===== config.mk =====
export PLATFORM = sky130hd
export DESIGN_NAME = fsm_mealy_seq_detect
export DESIGN_NICKNAME = d
export VERILOG_FILES = /design/src/rtl/fsm_seq_pkg.sv /design/src/rtl/sat_counter.sv /design/src/rtl/fsm_mealy_seq_detect.sv
export SDC_FILE = /design/constraint.sdc
export NUM_CORES = 1
export LEC_CHECK = 0
export BUFFER_PORTS_ARGS = -buffer_cell sky130_fd_sc_hd__buf_2
export CORE_MARGIN = 4
export CORE_UTILIZATION = 51
export CTS_CLUSTER_SIZE = 28
export DETAILED_ROUTE_END_ITERATION = 8
export HOLD_SLACK_MARGIN = 0.02
export PLACE_DENSITY_LB_ADDON = 0.08
export SYNTH_ARGS = -nofsm -noshare
export SYNTH_HDL_FRONTEND = slang
export SYNTH_HIERARCHICAL = 1
export SYNTH_SLANG_ARGS = --single-unit

===== constraint.sdc =====
create_clock -name i_clock -period 2.44 [get_ports i_clock]
set_input_delay 0.244 -clock i_clock [delete_from_list [all_inputs] [get_ports i_clock]]
set_output_delay 0.244 -clock i_clock [all_outputs]
set_load 0.05 [all_outputs]

===== src/rtl/fsm_seq_pkg.sv =====
// -----------------------------------------------------------------------------
// fsm_seq_pkg
// Shared helpers for the Mealy sequence detector. These functions run only at
// elaboration. They build the prefix/failure (KMP) transition table from the
// target pattern. Pattern bits are received MSB first, so sequence position 0
// is pat[n-1] and the final bit of the pattern is pat[0].
// -----------------------------------------------------------------------------
package fsm_seq_pkg;

    localparam int MAX_PAT_W = 16;

    // Width of the state index: clog2 of the pattern length (never below 1).
    function automatic int state_w(input int n);
        return (n < 2) ? 1 : $clog2(n);
    endfunction

    // Bit at sequence position i (0 = first bit received).
    function automatic logic pat_bit(input logic [MAX_PAT_W-1:0] pat, input int n, input int i);
        return pat[n-1-i];
    endfunction

    // Longest j <= max_j such that the first j pattern bits equal the last
    // j bits of hist[0 +: len].
    function automatic int longest_prefix_suffix(input logic [MAX_PAT_W-1:0] pat, input int n,
                                                 input logic [MAX_PAT_W:0] hist, input int len,
                                                 input int max_j);
        for (int j = max_j; j > 0; j--) begin
            logic ok;
            ok = 1'b1;
            for (int i = 0; i < j; i++) begin
                if (pat_bit(pat, n, i) != hist[len-j+i]) ok = 1'b0;
            end
            if (ok) return j;
        end
        return 0;
    endfunction

    // Next state from Sk after consuming bit b. A completed match lands on the
    // longest proper border (overlapping) or back on S0 (non-overlapping).
    function automatic int next_state(input logic [MAX_PAT_W-1:0] pat, input int n, input int k,
                                      input logic b, input logic overlap);
        logic [MAX_PAT_W:0] hist;
        if (k >= n) return 0;
        hist = '0;
        for (int i = 0; i < k; i++) hist[i] = pat_bit(pat, n, i);
        hist[k] = b;
        if ((k == n-1) && (b == pat_bit(pat, n, n-1))) begin
            return overlap ? longest_prefix_suffix(pat, n, hist, n, n-1) : 0;
        end
        return longest_prefix_suffix(pat, n, hist, k+1, k+1);
    endfunction

endpackage


===== src/rtl/sat_counter.sv =====
// -----------------------------------------------------------------------------
// sat_counter
// Saturating up-counter with a registered saturation flag.
//   i_clock  : clock, rising edge
//   i_reset  : synchronous active-high reset (count and flag cleared)
//   i_inc    : increment request for this cycle
//   o_count  : current count, holds at all-ones
//   o_sat    : high while o_count is all-ones
// -----------------------------------------------------------------------------
module sat_counter #(
    parameter int WIDTH = 8
) (
    input  logic             i_clock,
    input  logic             i_reset,
    input  logic             i_inc,
    output logic [WIDTH-1:0] o_count,
    output logic             o_sat
);

    logic [WIDTH-1:0] count_q, count_d;
    logic             sat_q;

    always_comb begin
        count_d = count_q;
        if (i_inc && !(&count_q)) count_d = count_q + 1'b1;
    end

    always_ff @(posedge i_clock) begin
        if (i_reset) begin
            count_q <= '0;
            sat_q   <= 1'b0;
        end else begin
            count_q <= count_d;
            // Flag tracks the value being loaded, so it rises on the same edge
            // the counter reaches all-ones.
            sat_q   <= &count_d;
        end
    end

    assign o_count = count_q;
    assign o_sat   = sat_q;

endmodule


===== src/rtl/fsm_mealy_seq_detect.sv =====
// -----------------------------------------------------------------------------
// fsm_mealy_seq_detect
// Mealy serial pattern detector with KMP failure transitions and a saturating
// match counter.
//   i_clock       : clock, rising edge
//   i_reset       : synchronous active-high reset
//   i_enable      : qualifies i_data_in; state and counter hold when low
//   i_data_in     : serial data bit, pattern received MSB first
//   o_data_out    : combinational match flag (zero latency)
//   o_match_count : registered saturating match count
//   o_count_sat   : registered flag, high while the count is all-ones
// -----------------------------------------------------------------------------
module fsm_mealy_seq_detect
    import fsm_seq_pkg::*;
#(
    parameter int                     PATTERN_WIDTH = 4,
    parameter logic [PATTERN_WIDTH-1:0] PATTERN     = 4'b1010,
    parameter bit                     OVERLAP       = 1'b1,
    parameter int                     COUNT_WIDTH   = 8
) (
    input  logic                   i_clock,
    input  logic                   i_reset,
    input  logic                   i_enable,
    input  logic                   i_data_in,
    output logic                   o_data_out,
    output logic [COUNT_WIDTH-1:0] o_match_count,
    output logic                   o_count_sat
);

    localparam int              SW      = state_w(PATTERN_WIDTH);
    localparam int              NSTATES = 2**SW;
    localparam logic [SW-1:0]   S_LAST  = SW'(PATTERN_WIDTH-1);
    localparam logic [MAX_PAT_W-1:0] PAT_EXT = MAX_PAT_W'(PATTERN);

    // Transition table, fully resolved at elaboration. Index codes above
    // PATTERN_WIDTH-1 are unreachable and map to S0.
    logic [SW-1:0] nxt_tbl [NSTATES][2];

    for (genvar k = 0; k < NSTATES; k++) begin : g_state
        for (genvar b = 0; b < 2; b++) begin : g_bit
            localparam int NS = next_state(PAT_EXT, PATTERN_WIDTH, k, 1'(b), OVERLAP);
            assign nxt_tbl[k][b] = SW'(NS);
        end
    end

    logic [SW-1:0] state_q, state_d;
    logic          match;

    always_comb begin
        state_d = state_q;
        match   = 1'b0;
        if (i_enable && !i_reset) begin
            match   = (state_q == S_LAST) && (i_data_in == PATTERN[0]);
            state_d = nxt_tbl[state_q][i_data_in];
        end
    end

    always_ff @(posedge i_clock) begin
        if (i_reset) state_q <= '0;
        else         state_q <= state_d;
    end

    assign o_data_out = match;

    sat_counter #(
        .WIDTH (COUNT_WIDTH)
    ) u_sat_counter (
        .i_clock (i_clock),
        .i_reset (i_reset),
        .i_inc   (match),
        .o_count (o_match_count),
        .o_sat   (o_count_sat)
    );

endmodule


==> impl_results.md <==
- Number of buffers and inverters on the critical path: 0
- Total overflow reported by the global router: 0
- I/O pin cnt: 14
- Iteration count of the initial detailed-routing pass: 4
- Root buffer cell: clkbuf_4
- Mapped Avg Cell Area: 9.280 µm²
- Maximum clock skew at final layout: 0.004383 ns
- Total Routed Length: 1.323 mm
- Insertion delay of the later-clocked pin in the worst-skew pair: 0.27 ns
- Cell internal pwr: 249.2 µW
- Highest achievable clock rate: 483.3 MHz
- Total count of max-transition violations in the final report: 0
- Static leakage: 0.0003555 µW
- CTS Hold Buffers Added: 0
- Diode count: 0
- Category of the most critical setup path: flop to flop
- Post-DRT Antenna Nets: 0
- Met3 wire length: 112 µm
- Routed length on met1: 619 µm
- Ratio of final minimum period to clock period: 84.81%
- Synth top area share: 32.96%
- Total power after layout: 318.6 µW
- Most instantiated flip-flop cell in the synthesis netlist: dfxtp_1
- Top sig layer: met4
- Combinational share of power: 3.5%
- Chip Height: 44.20 µm
- Count of final hold-check violations: 0
- Post-CTS setup buffers: 0
- Slew of the pin with the lowest slew margin: 0.4162 ns
- Fin cells: 99
- Vias: 631
- Clock power frac: 39.5%
- Maximum buffer depth of the clock tree: 2
- HPWL after detailed placement: 962.3 µm
- Number of antenna violations at the first check in global routing: 0
- Cell chain of the critical path: ha_1 -> nand4_4 -> o2111a_1 -> or4_4 -> nor4b_4
- CP max-delay cell: or4_4
- Final setup violation count: 0
- Hold WC Path Type: input pin to flop
- Ys async rst share: 0%
- Clock period minus final worst setup slack: 2.069 ns
- Signal arrival time at the worst endpoint: 2.27 ns
- Final layout net count: 91
- Clock tree from TritonCTS: yes
- Net switching fraction of the power: 21.80%
- Share of synthesized area occupied by flip-flops and latches: 32.96%
- Top cells by count, synth: dfxtp_1, nor2_1, nor3_1
- Maximum number of pins on one net before global-route repair: 15
- Chip width: 44.20 µm
- Power density over cell area: 412.7 nW/µm²
- Wire length of the first global-routing pass: 2.221 mm
- Number of vias per cell after detailed routing: 6.374
- Dominant cell by count in the synthesized netlist: dfxtp_1
- CTS buffer count: 3
- Total clock sinks: 11
- Wirelength per Cell: 13.36 µm
- Aggregate negative setup slack: 0 ns
- Ranking of synthesized cells by area: dfxtp_1, nand4b_1, nor4b_4
- Result of the run: complete, no violations
- Delay of the slowest critical-path stage: 0.55 ns
- Library cell occupying the most area in the post-synthesis netlist: dfxtp_1
- Unrepaired setup endpoints after global routing: no
- #FFs+latches synth: 11
- Post-synthesis instance area: 668.1 µm²
- Count of yosys warnings during synthesis: 6
- Vias in the first global route: 495
- Max FO, Critical Path: 9
- Worst ir drop on vdd: 0.0002400 V
- Final routed DRC violation total: 0
- Clock H-tree levels: 1
- Die area: 1953 µm²
- Met2 routed WL: 577 µm
- Max_slew headroom: 72.22%
- Synth Instances: 72
- Setup crit end kind: flop
- Number of max-capacitance violations reported: 0
- Number of DRC violations after detailed-routing iteration 0: 16
- Count of distinct cell types in the synthesized netlist: 36
- Core area: 1171 µm²
- Filler cell count in the final layout: 109
- Buffers added on ports: 13
- Initial Util: 57.05%
- All-layer global routing usage: 15.43%
- Standard-cell rows: 12
- Critical path startpoint category: flop
- Resized Gates After CTS: 0
- Layout Area Growth over Synthesis: 15.54%
- Cell Count Post-Placement: 95
- Fraction of layout instances using a drive strength above 1: 25.88%
- Worst Path Required: 2.64 ns
- CTS clk-pin slew, worst paths: 0.07 ns
- Routability congestion estimate: 0.7726
- Top Family by Delay on Critical Path: simple AND/OR/NAND/NOR gates
- Number of nets in the synthesized netlist: 77
- Count of flip-flops with a built-in enable after synthesis: 0
- Part of the power in registers: 57.0%
- Switching power: 69.45 µW
power by group through the flow:
| stage | Clock (µW) | Combinational [µW] | Sequential, µW |
|---|---|---|---|
| final | 126 | 11.2 | 182 |
| after global routing | 139 | 12.9 | 182 |
| after CTS | 130 | 11.4 | 182 |
| after detailed placement | 0 | 11.4 | 186 |
| after global placement | 0 | 11.1 | 186 |
| after floorplan | 0 | 6.41 | 186 |
path summary, 6_finish.rpt:
path	from	to	slack [ns]	depth (start not counted)
worst max register to register	u_sat_counter/o_count[0]$_SDFF_PP0_	u_sat_counter/o_sat$_SDFF_PP0_	0.37	5
worst min register to register	state_q[1]$_SDFFE_PP0P_	state_q[1]$_SDFFE_PP0P_	0.49	2
worst min-delay path	i_data_in	state_q[0]$_SDFFE_PP0P_	0.23	3
worst max-delay path	u_sat_counter/o_count[0]$_SDFF_PP0_	u_sat_counter/o_sat$_SDFF_PP0_	0.37	5
cells in the final DEF, fill, tap and decap left out, drive strengths merged:
cell / synthesis / final
o21ai: 2 / 2
or4: 1 / 1
mux2i: 2 / 2
a21oi: 3 / 3
xor2: 2 / 2
nor2b: 1 / 1
ha: 1 / 1
dfxtp: 11 / 11
nor3: 4 / 4
buf: 3 / 15
o2111a: 1 / 1
a211oi: 1 / 1
o21bai: 1 / 1
a31oi: 1 / 1
nor4b: 2 / 2
and4b: 1 / 1
clkbuf: 3 / 4
a311oi: 1 / 1
and4: 1 / 1
nand4: 2 / 2
nand2: 2 / 2
nor3b: 1 / 1
a41o: 1 / 1
o211ai: 1 / 1
nor2: 5 / 5
nand3b: 2 / 2
and3: 2 / 2
nor4bb: 2 / 2
nand4b: 3 / 3
o211a: 1 / 1
a41oi: 2 / 2
inv: 2 / 2
nand3: 3 / 3
and3b: 1 / 1
worst register-to-register path, cell delays in order, from the launching register on:
cell and delay, ns:
dfxtp_1 0.48, ha_1 0.28, nand4_4 0.17, o2111a_1 0.32, or4_4 0.55, nor4b_4 0.20
flip-flops by register name, indices dropped and copies added, names as in the netlist:
signal	count
u_sat_counter/o_sat	1
state_q	2
u_sat_counter/o_count	8
layer usage:
layer,vias up,track usage [%]
met5,-,0
met1,298,20.59
li1,308,-
met4,0,3.614
met2,22,22.38
met3,3,7.317
area by class of cell:
type                       count  area (µm²)  area share (%)
multi-input combinational     53       420.4           54.46
timing repair buffer          15       80.08           10.37
sequential                    11       220.2           28.53
inverter                       2       7.507          0.9724
tap                           14       17.52           2.269
clock buffer                   4       26.28           3.404
through the flow:
stage / cell area (µm²) / util (%) / setup slack, ns / hold WS (ns)
final: 772.0 / 65.92 / 0.3707 / 0.2303
after global routing: 772.0 / 65.92 / 0.2585 / 0.2982
after CTS: 772.0 / 65.92 / 0.3696 / 0.2298
after detailed placement: 745.7 / 63.68 / 0.3828 / 0.4834
after global placement: 745.7 / 63.68 / 0.3862 / 0.4812
after floorplan: 674.4 / - / 0.04511 / 0.3131
cell families after synthesis:
family / count (synthesis) / synth area share (%)
flops: 11 / 32.96
xor+xnor: 2 / 2.622
compound gates: 15 / 16.67
fa+ha+maj: 1 / 1.872
simple gates: 33 / 37.83
buf+inv: 8 / 5.056
mux: 2 / 2.996
(Power assumes the default switching activity.)
